--- config.mk ---
export PLATFORM = sky130hd
export DESIGN_NAME = ball_renderer
export DESIGN_NICKNAME = d
export VERILOG_FILES = /design/src/rtl/ball_pkg.sv /design/src/rtl/sync_delay.sv /design/src/rtl/ball_renderer.sv
export SDC_FILE = /design/constraint.sdc
export NUM_CORES = 1
export LEC_CHECK = 0
export ABC_AREA = 0
export CORE_MARGIN = 5
export CORE_UTILIZATION = 30
export DETAILED_ROUTE_END_ITERATION = 8
export GPL_TIMING_DRIVEN = 0
export PLACE_DENSITY = 0.55
export RECOVER_POWER = 100
export SLEW_MARGIN = 20
export SYNTH_ARGS = -nofsm -noshare
export SYNTH_HDL_FRONTEND = slang
export SYNTH_SLANG_ARGS = --single-unit
--- constraint.sdc ---
create_clock -name Clk -period 4.95 [get_ports Clk]
set_clock_uncertainty 0.2 [all_clocks]
set_input_delay 0.7425 -clock Clk [delete_from_list [all_inputs] [get_ports Clk]]
set_output_delay 0.7425 -clock Clk [all_outputs]
set_load 0.01 [all_outputs]
--- src/rtl/ball_pkg.sv ---
// rtl/ball_pkg.sv - shared ball/screen constants and pixel colour type
package ball_pkg;

    typedef struct packed {
        logic [7:0] r;
        logic [7:0] g;
        logic [7:0] b;
    } rgb_t;

    localparam int H_VISIBLE         = 640;
    localparam int V_VISIBLE         = 480;

    localparam int BALL_X_CENTER     = 320;
    localparam int BALL_Y_CENTER     = 240;
    localparam int BALL_SIZE_DEFAULT = 4;

    localparam int RENDER_LAT        = 3;

    function automatic rgb_t to_rgb(input logic [23:0] c);
        return rgb_t'(c);
    endfunction

endpackage

--- src/rtl/sync_delay.sv ---
// rtl/sync_delay.sv - fixed-depth shift register with a reset pattern
module sync_delay #(
    parameter int               WIDTH     = 1,
    parameter int               DEPTH     = 1,
    parameter logic [WIDTH-1:0] RESET_VAL = '0
) (
    input  logic             Clk,
    input  logic             Reset,
    input  logic [WIDTH-1:0] d,
    output logic [WIDTH-1:0] q
);

    logic [WIDTH-1:0] taps [DEPTH];

    always_ff @(posedge Clk) begin
        if (Reset) begin
            for (int i = 0; i < DEPTH; i++) begin
                taps[i] <= RESET_VAL;
            end
        end else begin
            taps[0] <= d;
            for (int i = 1; i < DEPTH; i++) begin
                taps[i] <= taps[i-1];
            end
        end
    end

    assign q = taps[DEPTH-1];

endmodule

--- src/rtl/ball_renderer.sv ---
// rtl/ball_renderer.sv - frame-latched ball shadow and 3-stage circle test driving RGB
module ball_renderer
    import ball_pkg::*;
#(
    parameter logic [23:0] BALL_RGB = 24'hFF5500,
    parameter logic [23:0] BG_RGB   = 24'h3F007F,
    parameter logic [9:0]  X_RESET  = 10'(BALL_X_CENTER),
    parameter logic [9:0]  Y_RESET  = 10'(BALL_Y_CENTER),
    parameter logic [9:0]  S_RESET  = 10'(BALL_SIZE_DEFAULT)
) (
    input  logic       Clk,
    input  logic       Reset,
    input  logic [9:0] DrawX,
    input  logic [9:0] DrawY,
    input  logic       de_in,
    input  logic       hs_in,
    input  logic       vs_in,
    input  logic       frame_start,
    input  logic [9:0] BallX,
    input  logic [9:0] BallY,
    input  logic [9:0] BallS,
    output logic [7:0] Red,
    output logic [7:0] Green,
    output logic [7:0] Blue,
    output logic       hs_out,
    output logic       vs_out,
    output logic       de_out,
    output logic       ball_hit
);

    localparam rgb_t BALL_COLOUR = to_rgb(BALL_RGB);
    localparam rgb_t BG_COLOUR   = to_rgb(BG_RGB);

    logic [9:0] shadow_x;
    logic [9:0] shadow_y;
    logic [9:0] shadow_s;

    // Ball state only moves at frame boundaries so a frame never tears.
    always_ff @(posedge Clk) begin
        if (Reset) begin
            shadow_x <= X_RESET;
            shadow_y <= Y_RESET;
            shadow_s <= S_RESET;
        end else if (frame_start) begin
            shadow_x <= BallX;
            shadow_y <= BallY;
            shadow_s <= BallS;
        end
    end

    logic signed [10:0] dx_s1;
    logic signed [10:0] dy_s1;
    logic        [19:0] s2_s1;

    always_ff @(posedge Clk) begin
        if (Reset) begin
            dx_s1 <= '0;
            dy_s1 <= '0;
            s2_s1 <= '0;
        end else begin
            dx_s1 <= $signed({1'b0, DrawX} - {1'b0, shadow_x});
            dy_s1 <= $signed({1'b0, DrawY} - {1'b0, shadow_y});
            s2_s1 <= 20'(shadow_s) * 20'(shadow_s);
        end
    end

    logic [20:0] dx2_s2;
    logic [20:0] dy2_s2;
    logic [19:0] s2_s2;

    // Squares of an 11-bit signed value fit in 21 bits, so no sign survives.
    always_ff @(posedge Clk) begin
        if (Reset) begin
            dx2_s2 <= '0;
            dy2_s2 <= '0;
            s2_s2  <= '0;
        end else begin
            dx2_s2 <= $unsigned(21'(dx_s1) * 21'(dx_s1));
            dy2_s2 <= $unsigned(21'(dy_s1) * 21'(dy_s1));
            s2_s2  <= s2_s1;
        end
    end

    // {de, hs, vs} aligned with the stage-2 data; the output stage adds the last delay.
    logic [2:0] ctl_s2;

    sync_delay #(
        .WIDTH     (3),
        .DEPTH     (RENDER_LAT - 1),
        .RESET_VAL (3'b011)
    ) u_ctl_delay (
        .Clk   (Clk),
        .Reset (Reset),
        .d     ({de_in, hs_in, vs_in}),
        .q     (ctl_s2)
    );

    logic        de_s2;
    logic [21:0] dist2;
    logic        hit;
    rgb_t        pixel;

    always_comb begin
        de_s2 = ctl_s2[2];
        dist2 = 22'(dx2_s2) + 22'(dy2_s2);
        hit   = de_s2 && (dist2 <= {2'b0, s2_s2});
        if (hit) begin
            pixel = BALL_COLOUR;
        end else if (de_s2) begin
            pixel = BG_COLOUR;
        end else begin
            pixel = '0;
        end
    end

    always_ff @(posedge Clk) begin
        if (Reset) begin
            Red      <= '0;
            Green    <= '0;
            Blue     <= '0;
            ball_hit <= 1'b0;
            de_out   <= 1'b0;
            hs_out   <= 1'b1;
            vs_out   <= 1'b1;
        end else begin
            Red      <= pixel.r;
            Green    <= pixel.g;
            Blue     <= pixel.b;
            ball_hit <= hit;
            de_out   <= de_s2;
            hs_out   <= ctl_s2[1];
            vs_out   <= ctl_s2[0];
        end
    end

endmodule
# --- Yosys cells after proc, flatten, opt, wreduce, memory -nomap -nowiden ---
# Memories as Yosys holds them, arrays and structs flattened.
# Index checks and enable logic that the tools add are counted.
totals:
  register_bits: 162
  latchBits: 0
  ramBits: 6
  rom_bits: 0
  input_bits: 56
  output_inout_bits: 28
  word_cells: 36
  mem_count: 1
classes:
  add_sub_neg: 3
  mul: 3
  n_div: 0
  magnitude_cmp: 1
  eq_ne: 0
  shift: 0
  mux: 7
  bitwise: 2
  n_reduce_logical: 2
memory_table:
  columns: ["memory", "words", "word_bits", "read_ports", "rd_ports_with_merged_regs", "write_ports", "line", "source"]
  rows:
  - ["u_ctl_delay.taps", 2, 3, 2, 0, 2, "sync_delay.sv:13", "logic [WIDTH-1:0] taps [DEPTH];"]
ops:
  columns: ["op", "n"]
  rows:
  - ["11-bit by 11-bit multiplier with 21-bit output", 2]
  - ["24-bit 2-to-1 mux", 1]
  - ["21-bit by 21-bit adder with 22-bit output", 1]
  - ["22-bit by 20-bit <= comparator with 1-bit output", 1]
  - ["22-bit 2-to-1 mux", 1]
  - ["10-bit by 10-bit subtractor with 11-bit output", 2]
  - ["10-bit by 10-bit multiplier with 20-bit output", 1]
  - ["3-bit 2-to-1 mux", 2]
  - ["1-bit 2-to-1 mux", 3]
  - ["1-bit bitwise OR", 2]
  - ["2-bit OR reduction", 1]
  - ["1-bit logical AND", 1]

# --- Depth between registers and ports, before layout ---
# Gate-level depths: netlist of the first run.
depth:
  depth_word: 4
  mapped_depth: 22
  ltp_nobuf: 21

# --- Cells and area by module ---
# From an unflattened synthesis of the first run, not the netlist that was laid out.
hier_totals:
  hier_cells: 1907
  area_unflattened_um2: 17202.7
by_module_without_submodules:
  columns: ["module", "instances", "cells_per_inst", "area_per_inst_um2", "seq_area_each_um2"]
  rows:
  - ["ball_renderer", 1, 1892, 17022.6, 2722.6]
  - ["sync_delay", 1, 15, 180.2, 120.1]

# --- Least setup slack after synthesis of the first run ---
# OpenSTA, ideal clock, no wires.
synth_path:
  path_kind: "reg2reg"
  start: "register dy_s1[2]"
  end: "register dy2_s2[17]"
  setup_time_ps: 128
  t_arrival_ps: 5155
  t_required_ps: 4622
  slack_ps: -532
  path_stages_with_launch: 22
  path_buffers: 1
  period_less_slack_ps: 5482
  path_cell_list: "dfxtp_1 -> clkbuf_1 -> nand2_1 -> fa_1 -> inv_1 -> fa_1 -> inv_1 -> fa_1 -> inv_1 -> fa_1 -> inv_1 -> fa_1 -> inv_1 -> ha_1 -> o21ai_0 -> or2b_2 -> o41a_1 -> a41o_1 -> o41a_4 -> a31oi_4 -> xnor2_1 -> nor2_1"
synth_between:
  elab_chain_len: 1
synth_lines:
  columns: ["item", "line", "source"]
  rows:
  - ["start, declared", "ball_renderer.sv:52", "logic signed [10:0] dy_s1;"]
  - ["start signal, assigned", "ball_renderer.sv:62", "dy_s1 <= $signed({1'b0, DrawY} - {1'b0, shadow_y});"]
  - ["11-bit by 11-bit multiplier with 21-bit output", "ball_renderer.sv:79", "dy2_s2 <= $unsigned(21'(dy_s1) * 21'(dy_s1));"]
  - ["end signal, assigned", "ball_renderer.sv:79", null]
  - ["end, declared", "ball_renderer.sv:68", "logic [20:0] dy2_s2;"]
# No other way between the ends.
# A chain may end at the register's enable or synchronous reset.

# --- Worst setup path after layout of the first run ---
layout_path:
  start: "register dy_s1[4]"
  end: "register dy2_s2[17]"
# The elaborated chain is that of the path after synthesis.

==> impl_metrics.py, run 1 <==
metrics = {
    "routing": {
        "drtAntennaViolNets": 0,
        "route.detailed.vias_per_inst": 4.422,
        "wl_per_cell_microns": 14.37,
        "vias": 12390,
        "routed_wl_mm": 40.28,
        "route.detailed.drc": 0,
        "drt_iter0_drc": 417,
        "drt_first_pass_iters": 5,
    },
    "placement": {
        "post-place-ws_ns": -0.6603,
        "place_area_sq_mm": 0.01880,
        "gp_congestion": 0.8363,
        "io_buffers": 76,
        "dp_cells": 2678,
        "dp_hpwl_mm": 31.97,
    },
    "clock_network": {
        "cts_tree": "built",
        "clk_pin_slew_worst_paths_ns": 0.07,
        "ctsHoldBuffers": 0,
        "clock_latency_ns": 0.46,
        "cts_buffers": 17,
        "root_buffer": "clkbuf_16",
        "cts.sinks": 142,
        "clockBufferDepth": 2,
        "htreeDepth": 4,
    },
    "final_layout": {
        "drive_above_1_share_pct": 17.62,
        "finalNonFillerCells": 2803,
        "multi_input_area_sq_mm": 0.01291,
        "final_cell_area_sq_mm": 0.02107,
        "num_antenna_cells": 0,
        "fin_nets": 2539,
        "register_area_sq_mm": 0.002903,
        "layout-area-overhead-vs-synth_pct": 25.10,
        "fill_cells": 5554,
    },
    "grt": {
        "grt_pass1_vias": 13410,
        "track_usage_pct": 13.69,
        "grt_max_degree": 17,
        "grt_pass1_wl_mm": 66.57,
        "antenna_found_initial": 0,
        "grt.overflow.total": 0,
    },
    "logic_synthesis": {
        "avgSynthCellArea_sq_um": 9.106,
        "syn_inst": 1850,
        "synthFlopType": "dfxtp_1",
        "ys_types": 63,
        "syn_area_sq_mm": 0.01685,
        "synth_warnings": 0,
        "async_reset_ff_share_pct": 0,
        "synth_edf_count": 0,
        "ys_seq_area_share_pct": 16.87,
        "synth_seq_cells": 142,
    },
    "critical_path": {
        "r2r-start": "dy_s1[4]",
        "critPathKind": "reg -> reg",
        "endpoint_kind": "register",
        "critPathArrivalTime_ns": 5.44,
        "cp.required_ns": 5.06,
        "start_kind": "register",
        "crit_start": "dy_s1[4]",
        "cp_max_fo": 6,
    },
    "sta": {
        "tightest_slew_ns": 1.035,
        "slew_viol_final": 0,
        "hold_viol": 0,
        "timing.hold.ws_ns": 0.2076,
        "fin_crit_sh_pct": 107.7,
        "clock.fmax_mhz": 187.6,
        "fin_ws_ns": -0.3809,
        "rsz0062_at_grt": "true",
        "setup_viol": 14,
        "period_minus_slack_ns": 5.331,
        "slew_headroom_pct": 31.00,
    },
    "status": {
        "violations": "setup timing",
        "outcome": "finished, violations left",
    },
    "floorplan": {
        "coreArea_sq_mm": 0.05542,
        "boundaryPins": 84,
        "start_util_pct": 30.40,
        "dieArea_sq_mm": 0.06099,
        "rows": 86,
        "die_w_microns": 247.0,
        "die_h_microns": 247.0,
    },
    "worst_hold_path": {
        "hold_path_class": "reg -> reg",
        "min_from": "u_ctl_delay.taps[0][1]",
    },
    "flow_run": {
        "drv_cap": 0,
    },
    "power": {
        "ir_drop_mv": 0.2447,
        "p_leak_uw": 0.01052,
        "p_per_area_mw_per_mm2": 373.3,
    },
}
==> registers in the layout, indices dropped and copies added (netlist names), 2 cells and up <==
signal,flops
dy_s1,11
s2_s1,19
u_ctl_delay.taps,6
shadow_s,10
dx_s1,11
shadow_x,10
shadow_y,10
Red,2
s2_s2,19
dy2_s2,20
dx2_s2,20
==> placed cells by master (no fill, tap or decap), types with 12 or more instances in the layout <==
cell | Yosys | layout
inv_1 | 399 | 377
fa_1 | 248 | 237
ha_1 | 193 | 166
dfxtp_1 | 142 | 118
nor2_1 | 122 | 113
buf_4 | 22 | 108
nand2_1 | 114 | 95
nor2b_1 | 64 | 63
and2_1 | 74 | 58
xnor2_1 | 59 | 53
clkdlybuf4s50_1 | 0 | 50
a21oi_1 | 50 | 44
o21ai_0 | 37 | 29
nor3_1 | 30 | 29
xor2_1 | 28 | 27
mux2i_1 | 27 | 27
dlygate4sd3_1 | 0 | 26
clkbuf_1 | 49 | 24
clkbuf_16 | 0 | 22
ha_4 | 0 | 22
inv_2 | 0 | 19
clkbuf_8 | 0 | 18
a21o_1 | 16 | 16
and2_4 | 0 | 13
nand2_2 | 0 | 13
and3_1 | 15 | 13
o211ai_1 | 12 | 12
or2_2 | 12 | 12
nand3_1 | 14 | 12
dfxtp_2 | 0 | 12
dfxtp_4 | 0 | 12
==> logic make-up (layout without fill, tap and decap cells) <==
| kind of cell | Yosys count | count (layout) | share of synthesized area, % |
|---|---|---|---|
| AOI/OAI and AO/OA | 194 | 194 | 7.858 |
| xor gates and xnor gates | 87 | 87 | 4.523 |
| adders and majority gates | 441 | 441 | 43.81 |
| buffers and inverters | 478 | 679 | 11.14 |
| DFF | 142 | 142 | 16.87 |
| muxes | 28 | 28 | 1.671 |
| other | 1 | 5 | 0.02226 |
| and+or+nand+nor | 479 | 479 | 14.10 |
==> cell usage after synthesis, types with 8 or more instances <==
cell type / n / area (sq um)
a211oi_1: 9 / 67.56
a21o_1: 16 / 120.1
a21oi_1: 50 / 250.2
a31oi_1: 8 / 50.05
and2_1: 74 / 462.9
and3_1: 15 / 93.84
buf_1: 8 / 30.03
buf_4: 22 / 165.2
clkbuf_1: 49 / 183.9
dfxtp_1: 142 / 2843
fa_1: 248 / 4965
ha_1: 193 / 2415
inv_1: 399 / 1498
mux2i_1: 27 / 270.3
nand2_1: 114 / 427.9
nand2b_1: 10 / 62.56
nand3_1: 14 / 70.07
nor2_1: 122 / 457.9
nor2b_1: 64 / 400.4
nor3_1: 30 / 150.1
o211ai_1: 12 / 90.09
o21a_1: 12 / 90.09
o21ai_0: 37 / 185.2
or2_2: 12 / 75.07
or3_1: 8 / 50.05
xnor2_1: 59 / 516.8
xor2_1: 28 / 245.2
==> metrics by stage <==
stage               power (uW)  util [%]  TNS [ns]
finish                    7868     38.03    -3.255
global route              8641     38.03    -7.714
CTS                       7720     37.31    -2.420
detailed placement        5793     33.93    -9.366
global placement          5700     33.93    -8.467
floorplan                 4814         -   -0.3307
==> layer usage <==
metal | vias up | wire, microns | GRT usage, % | part of all wire (%)
met5 | - | 0 | 0 | 0
met4 | 0 | 928 | 4.070 | 2.3
met3 | 41 | 1003 | 1.902 | 2.5
met2 | 134 | 20270 | 24.09 | 50
met1 | 6113 | 18080 | 17.48 | 45
li1 | 6106 | - | - | -
==> final timing paths <==
check,endpoint,slack [ns],cells past startpoint
worst max-delay path,dy2_s2[17],-0.38,21
worst min-delay path,u_ctl_delay.taps[0][4],0.21,1
worst max register to register,dy2_s2[17],-0.38,21
worst min register to register,u_ctl_delay.taps[0][4],0.21,1
==> cell type report <==
class	count	share of cell area [%]
plain buffers	79	3.521
flip-flops and latches	142	13.77
clock inverters	12	0.6590
well taps	748	4.441
repair buffers	169	7.065
clock buffers	20	2.120
inverters	399	7.160
multi-input cells	1234	61.26
==> power by group <==
| group | switching (uW) | internal (uW) |
|---|---|---|
| registers | 94.7 | 1340 |
| logic | 2710 | 2440 |
| clock network | 532 | 757 |
==> worst max-delay path, cell delays in order (launching register included) <==
cell and delay (ns):
dfxtp_2 0.34, clkbuf_16 0.14, nand2_4 0.05, fa_1 0.54
inv_2 0.04, fa_1 0.50, inv_2 0.05, fa_1 0.52
inv_1 0.05, fa_1 0.47, inv_1 0.05, fa_1 0.49
inv_2 0.05, ha_4 0.20, o21ai_1 0.06, or2b_4 0.26
o41a_1 0.13, a41o_1 0.25, o41a_4 0.38, a31oi_4 0.24
xnor2_2 0.13, nor2_1 0.05
==> timing repair <==
action                     in CTS  in global routing
setup endpoints to repair      30                 29
buffers inserted               78                 17
gates cloned                    0                  0
hold endpoints to repair        0                  0
pin swaps                      71                 64
gates resized for setup       165                 93
No activity file was read; power rests on OpenSTA's default activity.
==> run 2, diff against run 1 <==
MAX_ROUTING_LAYER = met4   (was default)
==> impl_metrics.py, run 2 (synthesis gave the netlist of run 1 again) <==
metrics = {
    "power": {
        "swShare_pct": 42.21,
        "ir_drop_mv": 0.2756,
        "pwr-share-comb_pct": 64.8,
        "internal_power_uw": 4518,
        "pwr-share-clk_pct": 16.8,
        "p_per_area_mw_per_mm2": 376.3,
        "p_seq_share_pct": 18.4,
        "switchingPower_uw": 3300,
        "p_leak_uw": 0.01038,
        "power.total_uw": 7818,
    },
    "status": {
        "violations": "setup timing",
        "outcome": "finished, violations left",
    },
    "routing": {
        "route.detailed.vias_per_inst": 4.468,
        "route.detailed.drc": 0,
        "vias": 12390,
        "wl_per_cell_microns": 14.22,
        "drt_iter0_drc": 526,
        "routed_wl_mm": 39.43,
        "drtAntennaViolNets": 0,
        "drt_first_pass_iters": 6,
    },
    "critical_path": {
        "critPathArrivalTime_ns": 5.46,
        "cp.required_ns": 5.07,
        "cp_max_fo": 6,
        "slowest_stage": "fa_1",
        "path_common_cell": "fa_1",
        "crit_path_cell_trace": "clkbuf_16 -> nand2_4 -> fa_1 -> inv_2 -> fa_1 -> inv_2 -> fa_1 -> inv_1 -> fa_1 -> inv_1 -> fa_1 -> inv_2 -> ha_4 -> o21ai_1 -> or2b_4 -> o41a_1 -> a41o_1 -> o41a_4 -> a31oi_4 -> xnor2_1 -> nor2_1",
        "start_kind": "register",
        "crit_start": "dy_s1[4]",
        "endpoint_kind": "register",
        "path_buf_inv": 6,
        "r2r-start": "dy_s1[4]",
        "path_delay_family": "adder cells",
        "critPathKind": "reg -> reg",
        "critPathMaxStageDelay_ns": 0.54,
    },
    "sta": {
        "slew_headroom_pct": 30.71,
        "fin_ws_ns": -0.3899,
        "tightest_slew_ns": 1.039,
        "slew_viol_final": 0,
        "fin_crit_sh_pct": 107.9,
        "clock.fmax_mhz": 187.3,
        "setup_viol": 18,
        "period_minus_slack_ns": 5.340,
        "hold_viol": 0,
        "rsz0062_at_grt": "true",
    },
    "placement": {
        "io_buffers": 76,
        "gp_congestion": 0.8486,
        "dp_hpwl_mm": 32.01,
        "dp_cells": 2678,
    },
    "grt": {
        "grt_pass1_wl_mm": 66.20,
        "antenna_found_initial": 0,
        "grt_max_degree": 17,
        "track_usage_pct": 13.97,
        "grt_pass1_vias": 13330,
        "grt.overflow.total": 0,
    },
    "floorplan": {
        "coreArea_sq_mm": 0.05542,
        "start_util_pct": 30.40,
        "die_w_microns": 247.0,
        "die_h_microns": 247.0,
        "boundaryPins": 84,
        "dieArea_sq_mm": 0.06099,
        "rows": 86,
    },
    "clock_network": {
        "clockBufferDepth": 2,
        "clk_pin_slew_worst_paths_ns": 0.06,
        "clock_latency_ns": 0.46,
        "htreeDepth": 4,
        "cts_tree": "built",
        "cts.sinks": 142,
        "cts_buffers": 17,
        "root_buffer": "clkbuf_16",
        "ctsHoldBuffers": 0,
    },
    "final_layout": {
        "layout-area-overhead-vs-synth_pct": 23.34,
        "num_antenna_cells": 0,
        "fill_cells": 5574,
        "mostFrequentLayoutCells": "381 x inv_1, 238 x fa_1, 171 x ha_1",
        "top_regs": "dx2_s2 (20), dy2_s2 (20)",
        "finalNonFillerCells": 2772,
        "drive_above_1_share_pct": 15.42,
        "final_common_cell": "inv_1",
        "fin_nets": 2509,
    },
    "worst_hold_path": {
        "min_from": "u_ctl_delay.taps[0][0]",
        "hold_path_class": "reg -> reg",
    },
    "flow_run": {
        "drv_cap": 0,
    },
}
run 2: through the flow:
| stage | area, sq um | utilization [%] | setup TNS [ns] | hold slack (ns) | worst slack [ns] |
|---|---|---|---|---|---|
| 6_report | 20780 | 37.49 | -3.411 | 0.2094 | -0.3899 |
| 5_1_grt | 20780 | 37.49 | -8.535 | 0.2221 | -0.5734 |
| 3_3_place_gp | 18800 | 33.93 | -8.570 | 0.1922 | -0.6517 |
| 3_5_place_dp | 18800 | 33.93 | -9.664 | 0.1937 | -0.6577 |
| 2_1_floorplan | 17100 | - | -0.3307 | 0.1895 | -0.1578 |
| 4_1_cts | 20460 | 36.92 | -2.602 | 0.2098 | -0.4156 |
run 2: final timing paths:
kind / slack [ns] / cells past startpoint / endpoint
max: -0.39 / 21 / dy2_s2[17]
min: 0.21 / 1 / u_ctl_delay.taps[0][3]
max reg2reg: -0.39 / 21 / dy2_s2[17]
min reg2reg: 0.21 / 1 / u_ctl_delay.taps[0][3]
run 2: repair_timing:
| action | CTS | global route |
|---|---|---|
| pin swaps | 68 | 39 |
| setup endpoints to repair | 30 | 30 |
| gates resized for setup | 157 | 85 |
| buffers inserted | 53 | 13 |
run 2: power by group through the flow:
stage                     clock network [uW]  logic, uW  registers (uW)
after global placement                     0       4250            1460
after floorplan                            0       3400            1410
after detailed placement                   0       4320            1460
after global routing                    1420       5750            1460
final                                   1320       5060            1440
after CTS                               1370       4840            1440
run 2: routing by layer:
metal	share of wire, %	vias to the layer above	track usage, %
met5	0	-	-
met1	45	6150	17.65
li1	-	6042	-
met2	49	150	23.13
met3	2.7	43	2.054
met4	2.5	0	4.611
run 2: cell type report:
class | instances | area, sq um | share of cell area, %
Buffer | 77 | 720.7 | 3.469
Clock buffer | 18 | 429.2 | 2.066
Clock inverter | 13 | 165.2 | 0.7949
Inverter | 399 | 1508 | 7.256
Multi-Input combinational cell | 1234 | 12840 | 61.78
Sequential cell | 142 | 2895 | 13.93
Tap cell | 748 | 935.9 | 4.504
Timing Repair Buffer | 141 | 1286 | 6.191
